**config.mk**
```make
export PLATFORM = sky130hd
export DESIGN_NAME = d_m_flit_upload_flat
export DESIGN_NICKNAME = d
export VERILOG_FILES = /design/src/rtl/d_m_flit_upload_if.sv /design/src/rtl/d_m_flit_upload.sv /design/src/flat_wrapper.sv
export SDC_FILE = /design/constraint.sdc
export NUM_CORES = 1
export LEC_CHECK = 0
export CAP_MARGIN = 10
export CORE_MARGIN = 2
export CORE_UTILIZATION = 55
export DETAILED_ROUTE_END_ITERATION = 8
export PLACE_DENSITY = 0.85
export SYNTH_ARGS = -nofsm -noshare
export SYNTH_HDL_FRONTEND = slang
export SYNTH_SLANG_ARGS = --single-unit
```
**constraint.sdc**
```tcl
create_clock -name clk -period 5.6 [get_ports clk]
set_input_delay 1.12 -clock clk [delete_from_list [all_inputs] [get_ports clk]]
set_output_delay 1.12 -clock clk [all_outputs]
set_load 0.02 [all_outputs]
```
**src/rtl/d_m_flit_upload_if.sv**
```systemverilog
// rtl/d_m_flit_upload_if.sv - dcache-to-ring upload handshake bundle (message in, flit stream out)
// UPLOAD_PARITY_EN adds flit_parity and msg_parity.
interface d_m_flit_upload_if #(
  parameter int MSG_W  = 144,
  parameter int FLIT_W = 16
);
  logic [MSG_W-1:0]  d_m_msg;
  logic              v_d_m_msg;
  logic              flit_ready;
  logic [FLIT_W-1:0] flit_out;
  logic              v_flit_out;
  logic [1:0]        flit_ctrl;
  logic              d_m_upload_state;
  logic              upload_done;
`ifdef UPLOAD_PARITY_EN
  logic              flit_parity;
  logic              msg_parity;

  modport master (
    output d_m_msg, v_d_m_msg, flit_ready,
    input  flit_out, v_flit_out, flit_ctrl, d_m_upload_state, upload_done,
    input  flit_parity, msg_parity
  );

  modport slave (
    input  d_m_msg, v_d_m_msg, flit_ready,
    output flit_out, v_flit_out, flit_ctrl, d_m_upload_state, upload_done,
    output flit_parity, msg_parity
  );
`else
  modport master (
    output d_m_msg, v_d_m_msg, flit_ready,
    input  flit_out, v_flit_out, flit_ctrl, d_m_upload_state, upload_done
  );

  modport slave (
    input  d_m_msg, v_d_m_msg, flit_ready,
    output flit_out, v_flit_out, flit_ctrl, d_m_upload_state, upload_done
  );
`endif
endinterface

```
**src/rtl/d_m_flit_upload.sv**
```systemverilog
// rtl/d_m_flit_upload.sv - latches one dcache-to-memory message and serializes it as MSB-first ring flits
// Optional UPLOAD_PARITY_EN: per-flit even parity and whole-message XOR status.
module d_m_flit_upload #(
  parameter int MSG_W     = 144,
  parameter int FLIT_W    = 16,
  parameter int NUM_FLITS = MSG_W / FLIT_W
) (
  input  logic             clk,
  input  logic             rst,
  d_m_flit_upload_if.slave bus
);

  localparam int CNT_W = $clog2(NUM_FLITS);
  localparam logic [CNT_W-1:0] LAST = CNT_W'(NUM_FLITS - 1);

  typedef enum logic {
    IDLE = 1'b0,
    SEND = 1'b1
  } state_t;

  state_t            state_q, state_d;
  logic [MSG_W-1:0]  msg_q, msg_d;
  logic [CNT_W-1:0]  cnt_q, cnt_d;
  logic              done_q, done_d;
  logic [FLIT_W-1:0] flit_sel;

  // Explicit compare per slot keeps the mux in range even for counter codes above LAST.
  always_comb begin
    flit_sel = '0;
    for (int i = 0; i < NUM_FLITS; i++) begin
      if (cnt_q == CNT_W'(i)) begin
        flit_sel = msg_q[MSG_W-1-i*FLIT_W -: FLIT_W];
      end
    end
  end

  always_ff @(posedge clk or negedge rst) begin
    if (!rst) begin
      state_q <= IDLE;
      msg_q   <= '0;
      cnt_q   <= '0;
      done_q  <= 1'b0;
    end else begin
      state_q <= state_d;
      msg_q   <= msg_d;
      cnt_q   <= cnt_d;
      done_q  <= done_d;
    end
  end

  always_comb begin
    state_d = state_q;
    msg_d   = msg_q;
    cnt_d   = cnt_q;
    done_d  = 1'b0;
    case (state_q)
      IDLE: begin
        if (bus.v_d_m_msg) begin
          msg_d   = bus.d_m_msg;
          cnt_d   = '0;
          state_d = SEND;
        end
      end
      SEND: begin
        // Message input is deliberately ignored here; the cache must gate on d_m_upload_state.
        if (bus.flit_ready) begin
          if (cnt_q != LAST) begin
            cnt_d = cnt_q + CNT_W'(1);
          end else begin
            cnt_d   = '0;
            state_d = IDLE;
            done_d  = 1'b1;
          end
        end
      end
      default: begin
        state_d = IDLE;
        cnt_d   = '0;
      end
    endcase
  end

  assign bus.v_flit_out       = (state_q == SEND);
  assign bus.d_m_upload_state = (state_q == SEND);
  assign bus.flit_out         = (state_q == SEND) ? flit_sel : '0;
  assign bus.flit_ctrl        = (state_q == SEND) ? {cnt_q == '0, cnt_q == LAST} : 2'b00;
  assign bus.upload_done      = done_q;

`ifdef UPLOAD_PARITY_EN
  logic par_q, par_d;

  // Running XOR of accepted flits; holds its final value through the done cycle until the next capture.
  always_comb begin
    par_d = par_q;
    if (state_q == IDLE && bus.v_d_m_msg) begin
      par_d = 1'b0;
    end else if (state_q == SEND && bus.flit_ready) begin
      par_d = par_q ^ (^flit_sel);
    end
  end

  always_ff @(posedge clk or negedge rst) begin
    if (!rst) begin
      par_q <= 1'b0;
    end else begin
      par_q <= par_d;
    end
  end

  assign bus.flit_parity = (state_q == SEND) ? ^flit_sel : 1'b0;
  assign bus.msg_parity  = par_q;
`endif

endmodule

```
**src/flat_wrapper.sv**
```systemverilog
// flat-port wrapper written by rule: the top's interface ports become plain ports
module d_m_flit_upload_flat 
#(
  parameter int MSG_W     = 144,
  parameter int FLIT_W    = 16,
  parameter int NUM_FLITS = MSG_W / FLIT_W
)
  (clk, rst, bus_d_m_msg, bus_v_d_m_msg, bus_flit_ready, bus_flit_out, bus_v_flit_out, bus_flit_ctrl, bus_d_m_upload_state, bus_upload_done);
  d_m_flit_upload_if #(.MSG_W(MSG_W), .FLIT_W(FLIT_W)) bus_i ();
  input  logic clk;
  input  logic rst;
  input wire logic [$bits(bus_i.d_m_msg)-1:0] bus_d_m_msg;
  input wire logic [$bits(bus_i.v_d_m_msg)-1:0] bus_v_d_m_msg;
  input wire logic [$bits(bus_i.flit_ready)-1:0] bus_flit_ready;
  output wire logic [$bits(bus_i.flit_out)-1:0] bus_flit_out;
  output wire logic [$bits(bus_i.v_flit_out)-1:0] bus_v_flit_out;
  output wire logic [$bits(bus_i.flit_ctrl)-1:0] bus_flit_ctrl;
  output wire logic [$bits(bus_i.d_m_upload_state)-1:0] bus_d_m_upload_state;
  output wire logic [$bits(bus_i.upload_done)-1:0] bus_upload_done;
  assign bus_i.d_m_msg = bus_d_m_msg;
  assign bus_i.v_d_m_msg = bus_v_d_m_msg;
  assign bus_i.flit_ready = bus_flit_ready;
  assign bus_flit_out = bus_i.flit_out;
  assign bus_v_flit_out = bus_i.v_flit_out;
  assign bus_flit_ctrl = bus_i.flit_ctrl;
  assign bus_d_m_upload_state = bus_i.d_m_upload_state;
  assign bus_upload_done = bus_i.upload_done;
  d_m_flit_upload #(.MSG_W(MSG_W), .FLIT_W(FLIT_W), .NUM_FLITS(NUM_FLITS)) u_core (.clk(clk), .rst(rst), .bus(bus_i));
endmodule
```
# Word level (Yosys, flattened, before mapping)
# Cells that the tools add are included.
[totals]
output_inout_bits = 21
register_bits = 150
input_bits = 148
word_cells = 42
[classes]
n_reduce_logical = 3
n_mux = 22
bitwise = 1
addsub = 1
n_eq_ne = 11
[ops]
columns = ["operator", "count"]
rows = [
  ["16-bit two-way mux", 10],
  ["4-bit by 3-bit == test with 1-bit output, second input constant", 4],
  ["4-bit two-way mux", 3],
  ["4-bit by 2-bit == test with 1-bit output, second input constant", 2],
  ["4-bit case mux with 2 select lines", 1],
  ["1-bit two-way mux", 6],
  ["4-bit by 1-bit adder with 4-bit output, second input constant", 1],
  ["4-bit by 1-bit == test with 1-bit output, second input constant", 1],
  ["4-bit == test, second input constant", 1],
  ["4-bit logical NOT", 1],
  ["2-bit inequality test, second input constant", 2],
  ["4-bit inequality test, second input constant", 1],
  ["2-bit AND reduction", 2],
  ["2-bit two-way mux", 1],
  ["1-bit case mux with 2 select lines", 1],
  ["1-bit inverter", 1],
]

# Depth between registers and ports, before layout
[logic_depth]
ltp_word = 11
depth_mapped = 9
mapped_depth_nobuf = 6

# Least setup slack after synthesis
# Ideal clock, no wire load.
[synth_timing]
path_type = "register to output"
from = "register u_core.cnt_q[0]"
to = "output bus_flit_out[10]"
t_arrival_ns = 1.734
required_time_ns = 4.480
n_path_buf = 3
path_stages_with_launch = 10
setup_slack_ns = 2.746
path_cell_list = "dfrtp_1 -> inv_1 -> ha_1 -> buf_2 -> nor2b_1 -> and3_1 -> buf_2 -> buf_4 -> a32oi_1 -> o21ai_1"
[synth_between]
elab_chain_len = 11
word_cells_on_any_way = 19
classes_between = "eq/ne (8); mux (10); reduce/logical (1)"
[synth_rtl]
columns = ["item", "line", "text"]
rows = [
  ["start, declared", "d_m_flit_upload.sv:23", "logic [CNT_W-1:0] cnt_q, cnt_d;"],
  ["start signal, assigned", "d_m_flit_upload.sv:46", "cnt_q <= cnt_d;"],
  ["4-bit logical NOT", "d_m_flit_upload.sv:31", "if (cnt_q == CNT_W'(i)) begin"],
  ["16-bit two-way mux (8 in a row)", "d_m_flit_upload.sv:31", ""],
  ["16-bit two-way mux *", "d_m_flit_upload.sv:31", ""],
  ["16-bit two-way mux *", "d_m_flit_upload.sv:85", "assign bus.flit_out = (state_q == SEND) ? flit_sel : '0;"],
  ["end, declared", "flat_wrapper.sv:15", "output wire logic [$bits(bus_i.flit_out)-1:0] bus_flit_out;"],
]
# Every way passes the cells marked *; elsewhere a longest branch is shown, timed or not.

# Worst setup path in the final report
[layout_timing]
from = "register u_core.cnt_q[3]"
to = "output bus_flit_out[15]"
# The elaborated chain is that of the path after synthesis.

==> qor.yml <==
period_share_pct: 88.0
critPathRequiredTime_ns: 4.48
period_minus_slack_ns: 4.93
wl_met1_um: 8760
p_per_area_mw_per_mm2: 545
drtIter0Drc: 694
p_int_w: 0.00331
path_cells: "and2b_1 > and3b_1 > o21ai_0 > o21ai_1 > clkdlybuf4s50_1"
synth_top_area_share_pct: 50.1
coreArea_mm2: 0.0133
wl_met2_um: 9300
area_growth_pct: 29.6
dp.cells: 966
synth.net_count: 827
place_congestion: 0.900
drive_gt1_share_pct: 15.0
synth_top_area_cell: "dfrtp_1"
dr_wl_met3_um: 1530
slew_viol_final: 0
die_h_um: 121
critPathLaunchType: "register"
worstReg2RegStart: "u_core.bus.d_m_upload_state"
crit_start: "u_core.cnt_q[3]"
clock_latency_ns: 0.42
p_leak_nw: 3.96
pin_count: 169
path_clk_slew_ns: 0.05
rsz0062_at_grt: "no"
ys.flop_type: "dfrtp_1"
power_frac_clock_pct: 20.2
arrival_ns: 3.81
synth_xor_area_share_pct: 0
die_w_um: 121
cts_sinks: 150
routedWlPerCell_um: 20.7
final_cell_area_mm2: 0.00971
top_layer_used: "met4"
nFillCells: 888
cts_tree: "built"
crit_fanout: 33
hold_class: "reg -> reg"
fin_cells: 995
avgSynthCellArea_um2: 11.1
synth_compound_gate_area_share_pct: 14.8
endpoint: "bus_flit_out[15]"
max_freq_mhz: 203
grt_pass1_wl_um: 32000
htreeDepth: 4
endpoint_kind: "output pin"
io_buffers: 168
first_global_vias: 5997
cts_buffers: 17
ys_seq_elements: 150
place_area_mm2: 0.00916
critPathKind: "reg -> out"
switchingPower_w: 0.00198
syn_area_mm2: 0.00749
rr_worst_depth: 3
synth_top_family_by_area: "multiplexers"
setup_tns_ns: 0
critPathMaxStageDelay_ns: 0.82
status: "finished clean"
r2r_slack_ns: 3.22
hpwl_um: 14500
post_cts_buffers: 0
synth_fa_ha_area_share_pct: 0.668
antenna_found_initial: 0
viasPerCell: 6.01
ys_top_cells_by_area: "dfrtp_1, mux2_2, mux2_1"
muxShareOfSynthArea_pct: 19.2
post-route-drc-count: 0
vdd_drop_max_uv: 335
grt_start_max_net_pins: 95
fin_skew_ns: 0.00710
wl_um: 20600
timing.slew.headroom_pct: 24.2
p_comb_share_pct: 42.4
ant_nets: 0
worst_slew_pin_slew_ns: 1.14
critPathSlowestCell: "dfrtp_1"
root_buffer: "clkbuf_16"
final-hold-violation-count: 0
dr.pass1.iters: 6
p_seq_share_pct: 37.4
dieArea_mm2: 0.0146
synth_seq_area_share_pct: 50.1
maxCapViolations: 0
grt-ovfl-total: 0
synth_most_common_cell: "dfrtp_1"
synth_common_cells: "dfrtp_1, mux2_2, a21oi_1, o21ai_0, mux2_1"
yosysWarnings: 0
synthCells: 675
postCtsHoldBufs: 0
nets: 961
cts_resized: 0
clk_path_buf_depth: 2
synthSimpleGateAreaFrac_pct: 9.92
synth_edf_count: 0
p_sw_share_pct: 37.4
fp-row-count: 42
r2r_end: "u_core.msg_q[23]"
seqCellArea_mm2: 0.00375
grt_usage_pct: 29.1
async_flop_share_pct: 100
ys_types: 31
route.vias.total: 5984
multi_input_area_mm2: 0.00336
initial_utilization_pct: 56.4
setup_viol: 0
num_antenna_cells: 0
==> logic make-up after synthesis <==
family	count (synthesis)
AND/OR/NAND/NOR	131
flip-flops	150
AO/OA/AOI/OAI	184
buffers and inverters	78
adder cells (fa/ha/maj)	4
multiplexers	128
==> metrics by stage <==
stage	total power [W]	setup slack (ns)	hold slack [ns]	util, %
floorplan	0.00333	2.75	0.459	-
global placement	0.00408	1.35	0.470	68.9
detailed placement	0.00418	1.22	0.477	68.9
CTS	0.00527	0.771	0.490	73.0
global route	0.00557	0.482	0.499	73.0
finish	0.00529	0.671	0.491	73.0
==> metal layers <==
| metal | vias to the layer above | track usage (%) |
|---|---|---|
| met1 | 2950 | 40.4 |
| met5 | - | 0 |
| li1 | 2690 | - |
| met2 | 290 | 42.3 |
| met3 | 54 | 7.31 |
| met4 | 0 | 15.5 |
==> layout make-up <==
| cell class | instances | share of cell area [%] |
|---|---|---|
| sequential | 150 | 38.7 |
| tap | 176 | 2.27 |
| timing repair buffer | 175 | 18.1 |
| clock inverter | 10 | 1.13 |
| inverter | 18 | 0.696 |
| multi-input combinational | 447 | 34.6 |
| clock buffer | 19 | 4.46 |
==> worst min path at each step <==
stage,cells after the start,startpoint,to
5_1_grt,1,u_core.msg_q[84],u_core.msg_q[84]
3_5_place_dp,1,u_core.msg_q[84],u_core.msg_q[84]
2_1_floorplan,1,u_core.msg_q[80],u_core.msg_q[80]
6_report,1,u_core.msg_q[68],u_core.msg_q[68]
3_3_place_gp,1,u_core.msg_q[60],u_core.msg_q[60]
4_1_cts,1,u_core.msg_q[84],u_core.msg_q[84]
==> cell usage in the layout, fill, tap and decap left out, drive strengths merged <==
cell type	instances
nand2	36
clkbuf	19
inv	18
buf	8
and3	1
nand3	1
a211oi	1
or3	1
o31ai	1
clkinvlp	1
nor2b	34
o21ai	82
nor2	6
ha	4
and2b	1
nand3b	18
a32o	1
a221o	16
a32oi	16
a21oi	66
a22o	1
nor3	15
clkinv	7
mux2	128
dfrtp	150
bufinv	2
nor3b	16
clkdlybuf4s50	167
and3b	2
==> power groups by stage <==
stage	clock [W]	sequential, W	combinational [W]
after global routing	0.00112	0.00203	0.00242
after global placement	0	0.00194	0.00214
after detailed placement	0	0.00198	0.00221
after CTS	0.00108	0.00197	0.00223
final	0.00107	0.00198	0.00224
after floorplan	0	0.00183	0.00150
==> state kept, by name, summed over array words and instances (netlist names) <==
register,flops
u_core.cnt_q,4
u_core.msg_q,144
u_core.bus.d_m_upload_state,1
u_core.bus.upload_done,1
==> worst max-delay path: cells and delay by family, from the launching register on <==
kind	cells	cell delay, ns
compound gates	2	0.46
buf+inv	1	0.66
flops	1	0.82
simple gates	2	1.45
(Power assumes the default switching activity.)
